--- config.mk ---
export PLATFORM = sky130hd
export DESIGN_NAME = board_reset_sequencer
export DESIGN_NICKNAME = d
export VERILOG_FILES = /design/src/rtl/board_seq_pkg.sv /design/src/rtl/board_seq_sync.sv /design/src/rtl/board_reset_sequencer.sv
export SDC_FILE = /design/constraint.sdc
export NUM_CORES = 1
export LEC_CHECK = 0
export BUFFER_PORTS_ARGS = -buffer_cell sky130_fd_sc_hd__buf_2
export CAP_MARGIN = 15
export CORE_UTILIZATION = 56
export DETAILED_ROUTE_END_ITERATION = 8
export GPL_TIMING_DRIVEN = 1
export MAX_ROUTING_LAYER = met4
export PLACE_DENSITY = 0.77
export SYNTH_ARGS = -nofsm -noshare
export SYNTH_HDL_FRONTEND = slang
export SYNTH_HIERARCHICAL = 1
export SYNTH_SLANG_ARGS = --single-unit
--- constraint.sdc ---
create_clock -name clk -period 2.6 [get_ports clk]
set_input_delay 0.39 -clock clk [delete_from_list [all_inputs] [get_ports clk]]
set_output_delay 0.39 -clock clk [all_outputs]
set_load 0.005 [all_outputs]
--- src/rtl/board_seq_pkg.sv ---
// Shared types and constants for the board reset sequencer.
// Optional heartbeat LED is enabled with BOARD_SEQ_HEARTBEAT_EN.
package board_seq_pkg;

  typedef enum logic [3:0] {
    IDLE     = 4'd0,
    WAIT_PLL = 4'd1,
    MEM_RST  = 4'd2,
    WAIT_CAL = 4'd3,
    KDELAY   = 4'd4,
    RUN      = 4'd5,
    FAIL     = 4'd6
  } seq_state_e;

  localparam int LED_STATE_LSB = 0;
  localparam int LED_ERR       = 4;
  localparam int LED_CAL_OK    = 5;
  localparam int LED_PLL       = 6;
  localparam int LED_HB        = 7;

  localparam int N_MEM_DEF = 6;

  localparam int DDR3A  = 0;
  localparam int DDR3B  = 1;
  localparam int QDRIIA = 2;
  localparam int QDRIIB = 3;
  localparam int QDRIIC = 4;
  localparam int QDRIID = 5;

  function automatic int max3(input int a, input int b, input int c);
    int m;
    m = (a > b) ? a : b;
    return (m > c) ? m : c;
  endfunction

endpackage

--- src/rtl/board_seq_sync.sv ---
// Parameterised-width two-flop synchronizer, async active-low reset.
// Optional heartbeat LED in the top is enabled with BOARD_SEQ_HEARTBEAT_EN.
module board_seq_sync #(
  parameter int W = 1
) (
  input  logic         i_clk,
  input  logic         i_rst_n,
  input  logic [W-1:0] i_d,
  output logic [W-1:0] o_q
);

  logic [W-1:0] r_meta;
  logic [W-1:0] r_sync;

  always_ff @(posedge i_clk or negedge i_rst_n) begin
    if (!i_rst_n) begin
      r_meta <= '0;
      r_sync <= '0;
    end else begin
      r_meta <= i_d;
      r_sync <= r_meta;
    end
  end

  assign o_q = r_sync;

endmodule

--- src/rtl/board_reset_sequencer.sv ---
// Sequenced board bring-up: PERST/PLL wait, memory calibration with retry.
// Define BOARD_SEQ_HEARTBEAT_EN to add the heartbeat blink on leds[7].
module board_reset_sequencer
  import board_seq_pkg::*;
#(
  parameter int N_MEM        = N_MEM_DEF,
  parameter int HOLD_CYCLES  = 256,
  parameter int CAL_TIMEOUT  = 50000000,
  parameter int KERNEL_DELAY = 1024,
  parameter int MAX_RETRY    = 3
) (
  input  logic             clk,
  input  logic             resetn,
  input  logic             pcie_npor,
  input  logic             pll_locked,
  input  logic [N_MEM-1:0] mem_enable,
  input  logic [N_MEM-1:0] mem_cal_success,
  input  logic [N_MEM-1:0] mem_cal_fail,
  output logic [N_MEM-1:0] mem_soft_reset_n,
  output logic             kernel_resetn,
  output logic             seq_ready,
  output logic             seq_error,
  output logic [1:0]       retry_count,
  output logic [7:0]       leds
);

  localparam int CMAX = max3(HOLD_CYCLES, CAL_TIMEOUT, KERNEL_DELAY);
  localparam int CW   = (CMAX > 1) ? $clog2(CMAX) : 1;
  localparam int HE   = (HOLD_CYCLES > 0) ? HOLD_CYCLES - 1 : 0;
  localparam int CE   = (CAL_TIMEOUT > 0) ? CAL_TIMEOUT - 1 : 0;
  localparam int KE   = (KERNEL_DELAY > 0) ? KERNEL_DELAY - 1 : 0;
  localparam logic [CW-1:0] HOLD_END = CW'(HE);
  localparam logic [CW-1:0] CAL_END  = CW'(CE);
  localparam logic [CW-1:0] KD_END   = CW'(KE);
  localparam logic [1:0] RETRY_MAX =
    2'((MAX_RETRY > 3) ? 3 : MAX_RETRY);

  seq_state_e       r_state;
  seq_state_e       w_state_nxt;
  logic [CW-1:0]    r_cnt;
  logic [CW-1:0]    w_cnt_nxt;
  logic [1:0]       r_retry;
  logic [1:0]       w_retry_nxt;
  logic [N_MEM-1:0] r_mem_n;
  logic [N_MEM-1:0] w_mem_nxt;
  logic             r_krn;
  logic             r_rdy;
  logic             r_err;
  logic [7:0]       r_leds;
  logic [7:0]       w_leds_nxt;
  logic             w_hb;

  logic [1:0]         w_ctl_s;
  logic [2*N_MEM-1:0] w_cal_s;
  logic               w_npor_s;
  logic               w_pll_s;
  logic [N_MEM-1:0]   w_succ_s;
  logic [N_MEM-1:0]   w_fail_s;
  logic               w_all_ok;
  logic               w_any_fail;

  board_seq_sync #(.W(2)) u_sync_ctl (
    .i_clk   (clk),
    .i_rst_n (resetn),
    .i_d     ({pcie_npor, pll_locked}),
    .o_q     (w_ctl_s)
  );

  board_seq_sync #(.W(2*N_MEM)) u_sync_cal (
    .i_clk   (clk),
    .i_rst_n (resetn),
    .i_d     ({mem_cal_success, mem_cal_fail}),
    .o_q     (w_cal_s)
  );

  assign w_npor_s   = w_ctl_s[1];
  assign w_pll_s    = w_ctl_s[0];
  assign w_succ_s   = w_cal_s[2*N_MEM-1:N_MEM];
  assign w_fail_s   = w_cal_s[N_MEM-1:0];
  assign w_all_ok   = &(~mem_enable | w_succ_s);
  assign w_any_fail = |(mem_enable & w_fail_s);

  // FAIL is sticky against PLL loss; only PERST or resetn clears it.
  always_comb begin
    w_state_nxt = r_state;
    w_retry_nxt = r_retry;
    if (!w_npor_s) begin
      w_state_nxt = IDLE;
      w_retry_nxt = 2'd0;
    end else if (!w_pll_s &&
                 !(r_state inside {IDLE, WAIT_PLL, FAIL})) begin
      w_state_nxt = WAIT_PLL;
    end else begin
      unique case (r_state)
        IDLE:     w_state_nxt = WAIT_PLL;
        WAIT_PLL: if (w_pll_s) w_state_nxt = MEM_RST;
        MEM_RST:  if (r_cnt >= HOLD_END) w_state_nxt = WAIT_CAL;
        WAIT_CAL: begin
          if (w_any_fail || r_cnt >= CAL_END) begin
            if (r_retry < RETRY_MAX) begin
              w_retry_nxt = r_retry + 2'd1;
              w_state_nxt = MEM_RST;
            end else begin
              w_state_nxt = FAIL;
            end
          end else if (w_all_ok) begin
            w_state_nxt = KDELAY;
          end
        end
        KDELAY:   if (r_cnt >= KD_END) w_state_nxt = RUN;
        RUN:      if (!w_all_ok || w_any_fail) w_state_nxt = FAIL;
        FAIL:     w_state_nxt = FAIL;
        default:  w_state_nxt = IDLE;
      endcase
    end
  end

  always_comb begin
    w_cnt_nxt = '0;
    if (w_state_nxt == r_state)
      w_cnt_nxt = (&r_cnt) ? r_cnt : r_cnt + CW'(1);
  end

  always_comb begin
    w_mem_nxt = '0;
    if (w_state_nxt inside {WAIT_CAL, KDELAY, RUN})
      w_mem_nxt = mem_enable;
  end

  always_comb begin
    w_leds_nxt = 8'h00;
    w_leds_nxt[LED_STATE_LSB +: 4] = w_state_nxt;
    w_leds_nxt[LED_ERR]    = (w_state_nxt == FAIL);
    w_leds_nxt[LED_CAL_OK] = w_all_ok;
    w_leds_nxt[LED_PLL]    = w_pll_s;
    w_leds_nxt[LED_HB]     = w_hb;
  end

`ifdef BOARD_SEQ_HEARTBEAT_EN
  logic [23:0] r_hb;

  always_ff @(posedge clk or negedge resetn) begin
    if (!resetn) r_hb <= '0;
    else         r_hb <= r_hb + 24'd1;
  end

  assign w_hb = (w_state_nxt == FAIL) ? r_hb[21] : r_hb[23];
`else
  assign w_hb = 1'b0;
`endif

  always_ff @(posedge clk or negedge resetn) begin
    if (!resetn) begin
      r_state <= IDLE;
      r_cnt   <= '0;
      r_retry <= 2'd0;
      r_mem_n <= '0;
      r_krn   <= 1'b0;
      r_rdy   <= 1'b0;
      r_err   <= 1'b0;
      r_leds  <= 8'h00;
    end else begin
      r_state <= w_state_nxt;
      r_cnt   <= w_cnt_nxt;
      r_retry <= w_retry_nxt;
      r_mem_n <= w_mem_nxt;
      r_krn   <= (w_state_nxt == RUN);
      r_rdy   <= (w_state_nxt == RUN);
      r_err   <= (w_state_nxt == FAIL);
      r_leds  <= w_leds_nxt;
    end
  end

  assign mem_soft_reset_n = r_mem_n;
  assign kernel_resetn    = r_krn;
  assign seq_ready        = r_rdy;
  assign seq_error        = r_err;
  assign retry_count      = r_retry;
  assign leds             = r_leds;

endmodule

Word-level counts from Yosys, hierarchy flattened --
Index checks and enable logic that the tools add are counted.
Operators by class: order comparisons 4, reduce and logical (&&, ||, !) cells 13, $add $sub $neg 2, muxes and demuxes 18, bitwise operators 3, equal/unequal tests 16
Operator list (number):
- 26-bit 2-to-1 mux | 2
- 4-bit 2-to-1 mux | 8
- 4-bit case mux with 7 select lines | 1
- 26-bit by 1-bit adder with 26-bit output (second input constant) | 1
- 26-bit by 10-bit >= comparator with 1-bit output (second input constant) | 1
- 26-bit >= comparator (second input constant) | 1
- 26-bit by 8-bit >= comparator with 1-bit output (second input constant) | 1
- 26-bit AND reduction | 1
- 4-bit by 3-bit equality test with 1-bit output (second input constant) | 6
- 4-bit by 2-bit equality test with 1-bit output (second input constant) | 3
- 2-bit 2-to-1 mux | 5
- 2-bit inequality test (second input constant) | 5
- 6-bit AND | 1
- 6-bit 2-to-1 mux | 1
- 6-bit NOT | 1
- 6-bit bitwise OR | 1
- 6-bit AND reduction | 1
- 3-bit nonzero test | 2
- 6-bit OR reduction | 1
- 4-bit by 1-bit equality test with 1-bit output (second input constant) | 1
- 4-bit equality test | 1
- 4-bit logical NOT | 1
- 4-bit AND reduction | 1
- 1-bit logical NOT | 3
- 5 further kinds | 6
Storage, ports and cells: output and inout bits 19, input bits 22, word-level logic and storage cells 67, register bits 75

Depth between registers and ports, before layout --
depth in word-level cells 12, depth in mapped cells 9, mapped depth without buffers 7

Modules after synthesis --
The synthesis kept the hierarchy.
Modules (own cells, without submodules):
- board_reset_sequencer | area an instance 2839.0 um2, instances 1, seq. area each 1051.0 um2, cells an instance 303
- board_seq_sync at u_sync_cal | area an instance 600.6 um2, instances 1, seq. area each 600.6 um2, cells an instance 24
- board_seq_sync at u_sync_ctl | area an instance 100.1 um2, instances 1, seq. area each 100.1 um2, cells an instance 4

Least setup slack after synthesis --
No wires, ideal clock.
kind flip-flop to flip-flop, from register r_cnt[0], to register r_cnt[10], clock period less this slack 2.104 ns, path buffers 2, stages on the path, launching flop included 10, arrival time 2.024 ns, path slack 0.496 ns, required time 2.520 ns, setup time 0.080 ns, path through dfrtp_1 > ha_1 > inv_1 > o31ai_2 > nand4b_2 > a21o_4 > and3_4 > buf_6 > buf_12 > nor3_2
Between the ends: longest elaborated chain between the ends 8, elaborated cells between the ends (all ways) 16, classes of those cells 1 x add/sub; 3 x order compare; 2 x eq/ne; 8 x mux; 2 x reduce/logical
RTL lines:
- start: declaration | RTL line board_reset_sequencer.sv:40 | logic [CW-1:0] r_cnt;
- start signal: assignment | RTL line board_reset_sequencer.sv:164 | r_cnt <= w_cnt_nxt;
- 26-bit >= comparator | RTL line board_reset_sequencer.sv:99 | if (w_any_fail || r_cnt >= CAL_END) begin
- 1-bit logical OR | RTL line board_reset_sequencer.sv:99
- 4-bit 2-to-1 mux | RTL line board_reset_sequencer.sv:99
- 4-bit case mux with 7 select lines | RTL line board_reset_sequencer.sv:94 | unique case (r_state)
- 4-bit 2-to-1 mux | RTL line board_reset_sequencer.sv:90 | end else if (!w_pll_s &&
- 4-bit 2-to-1 mux | RTL line board_reset_sequencer.sv:87 | if (!w_npor_s) begin
- 4-bit equality test | RTL line board_reset_sequencer.sv:120 | if (w_state_nxt == r_state)
- 2-bit inequality test (no line) or 26-bit 2-to-1 mux (tied branches)
Parallel ways exist; a longest one is shown, timed or not. The select of a mux whose other input is x is not followed. A chain may end at the register's enable or synchronous reset.

Final worst setup path --
from register r_cnt[0], to register r_cnt[12]
Same word-level chain as after synthesis.

==> summary.md <==
| Metric | Value |
|---|---|
| Outcome | completed |
| # H-tree levels | 3 |
| CTS buffer count | 9 |
| Post-CTS Setup Bufs | 0 |
| Synth Register Bits | 70 |
| Clock buffer depth | 2 |
| Setup TNS | 0 ns |
| Worst slack, placed | 0.211 ns |
| Final setup viols | 0 |
| Clock latency on the worst-skew pair | 0.35 ns |
| HP Class | primary input to flop |
| Startpoint Class | flop |
| Dpl hpwl | 5.12 mm |
| WP data arrival | 2.65 ns |
| Setup Skew | 0.0105 ns |
| Initial antenna violation count | 0 |
| Row count | 28 |
| Via density | 6.09 |
| DRC viols | 0 |
| FF-to-FF path depth | 8 |
| P&R area growth vs syn | 12.6% |
| Hold Path Stages | 1 |
| Fraction of the cycle the final worst path needs | 0.922 |
| CTS Sinks | 70 |
| Remaining Overflow, GRT | 0 |
| Register-to-register setup slack | 0.20 ns |
| Synth Flop Type | dfrtp_1 |
| Share of cells above drive strength 1 | 0.272 |
| Gpl congestion | 0.920 |
| FF-to-FF End | r_cnt[12]$_DFFE_PN0P_ |
| WP data required | 2.85 ns |
| Via count | 2787 |
| Fin util | 0.662 |
| Crit path time final | 2.40 ns |
| Max Slew Vio Count | 0 |
| Initial drt markers | 286 |
| Worst-margin pin slew | 0.632 ns |
| Critical path class | flop to flop |
| Post-synth ARST share | 1.00 |
| Max_cap viols | 0 |
| Crit end category | flop |
| Mapped Area | 3540 µm² |
| Post-DP Area | 3790 µm² |
| # fillers | 480 |
| Yosys warns | 6 |
| Achievable Freq | 417 MHz |
| Post-synth EDFFs | 0 |
| DR pass1 iterations | 5 |
| Top-Level Pins | 41 |
| Pleak | 1.71 nW |
| Commonest non-fill, non-tap cell in the layout | dfrtp_1 |
| RR Startpoint | r_cnt[0]$_DFFE_PN0P_ |
| Wire length per cell | 15.9 µm |
| Yosys top cell area share | 0.495 |
| Initial core utilization | 0.587 |
| DIE AREA | 6640 µm² |
| Unique masters post-synth | 60 |
| DIE WIDTH | 81.5 µm |
| Clock slew seen by the registers of the worst setup and hold paths | 0.08 ns |
| Largest net degree at the start of global routing | 39 |
| Synth area leaders | dfrtp_1 (49%), nor3_2 (6.2%), nand2_1 (3.0%), xor2_1 (2.7%), nand3_1 (2.7%) |
| Relative slew slack | 0.577 |
| Total power divided by cell area | 522 nW/µm² |
| Hold_sp | mem_cal_fail[2] |
| Synthesized area per cell | 10.7 µm² |
| RSZ-0062 raised after global routing | no |
| Detailed Route WL | 7.30 mm |
| Final ANT Viol Nets | 0 |
| Port-buffer cells | 39 |
| Die height | 81.5 µm |
| Post-Synthesis Cells | 331 |
| Count of final hold-check violations | 0 |
| Gr usage total | 0.255 |
| Post-synth top area cell | dfrtp_1 |
| TritonCTS clock tree | yes |
| Largest fanout on the critical path | 26 |
| Layout Nets | 402 |
| Most frequent cells in the layout | dfrtp_1 (70), buf_2 (39), nand2_1 (28) |
| Vias in the first global route | 2607 |
| Core Footprint | 6030 µm² |
| Root Buffer | clkbuf_8 |
| Min-Delay Endpoint | u_sync_cal/r_meta[2]$_DFF_PN0_ |
| VDD IR max | 0.000475 V |
| Sequential area share after synthesis | 0.495 |
| Final setup margin | 0.203 ns |
| Antenna diodes | 0 |
| Fin area | 3990 µm² |
| First-pass GRT wire length | 12.4 mm |
-- repair_timing --
item                       CTS  global route
setup endpoints to repair    0            10
hold endpoints to repair     6             0
gates resized for setup      0             2
hold buffers                 1             0
-- cell type report --
type / instances / area, µm² / area share
Sequential cell: 70 / 1750 / 0.439
Multi-Input combinational cell: 239 / 1650 / 0.414
Timing Repair Buffer: 48 / 278 / 0.0697
Clock buffer: 9 / 124 / 0.0311
Tap cell: 75 / 93.8 / 0.0235
Clock inverter: 7 / 52.6 / 0.0132
Inverter: 10 / 37.5 / 0.00942
-- flip-flops by register name, indices dropped and copies added, names as in the netlist, 2 cells and up --
name and cells:
leds 4, mem_soft_reset_n 6, r_cnt 26, r_state 3, retry_count 2, u_sync_cal/o_q 12
u_sync_cal/r_meta 12, u_sync_ctl/o_q 2, u_sync_ctl/r_meta 2
-- cells in the mapped netlist (8+ instances only) --
master   instances
dfrtp_1         70
nand2_1         28
nor3_2          22
nand3_1         19
nor2_1          19
nand4_1         15
o21ai_0         12
nor3_1          11
xor2_1          11
a21oi_1         10
inv_1           10
xnor2_1          9
o22ai_1          8
-- metal layers --
layer,track usage,share of wire,vias up
met5,-,0,-
met4,0.0875,0.017,0
met3,0.0589,0.057,17
met2,0.368,0.46,112
met1,0.351,0.46,1346
li1,-,-,1312
-- worst max-delay path: stages (launching register included) --
cell and delay, ns:
dfrtp_1 0.44, ha_1 0.28, nand4_1 0.13, nor2_1 0.16, o41ai_1 0.46, a41o_1 0.28
o211ai_4 0.09, buf_12 0.20, nor4_2 0.25
-- worst max-delay path by stage --
stage	startpoint	endpoint	slack [ns]
2_1_floorplan	r_cnt[0]$_DFFE_PN0P_	r_cnt[10]$_DFFE_PN0P_	0.50
3_3_place_gp	mem_enable[0]	r_cnt[12]$_DFFE_PN0P_	0.27
3_5_place_dp	mem_enable[0]	r_cnt[24]$_DFFE_PN0P_	0.21
4_1_cts	r_cnt[0]$_DFFE_PN0P_	r_cnt[4]$_DFFE_PN0P_	0.19
5_1_grt	r_cnt[0]$_DFFE_PN0P_	r_cnt[12]$_DFFE_PN0P_	0.02
6_report	r_cnt[0]$_DFFE_PN0P_	r_cnt[12]$_DFFE_PN0P_	0.20
-- kinds of logic (layout without fill, tap and decap cells) --
group                    after synthesis  count (layout)  synth area share
flip-flops                            70              70             0.495
other                                  1               2           0.00106
adder cells (fa/ha/maj)                2               2           0.00707
AO/OA/AOI/OAI                         60              60             0.128
AND/OR/NAND/NOR                      152             152             0.266
XOR/XNOR                              20              20            0.0495
buffers and inverters                 23              74            0.0442
multiplexers                           3               3           0.00884
-- stage by stage --
step	hold WS, ns	std cells	power (mW)
global route	0.125	458	2.17
CTS	0.136	458	2.10
global placement	0.228	441	1.32
detailed placement	0.238	441	1.32
finish	0.145	458	2.08
floorplan	0.0944	332	1.25
-- report_power, final --
group          switching (mW)  total [mW]  internal [mW]
Clock                   0.422       0.777          0.355
Sequential             0.0203        1.14           1.12
Combinational           0.107       0.166         0.0591
Total                   0.549        2.08           1.53
Power figures use the tool's default switching activity.
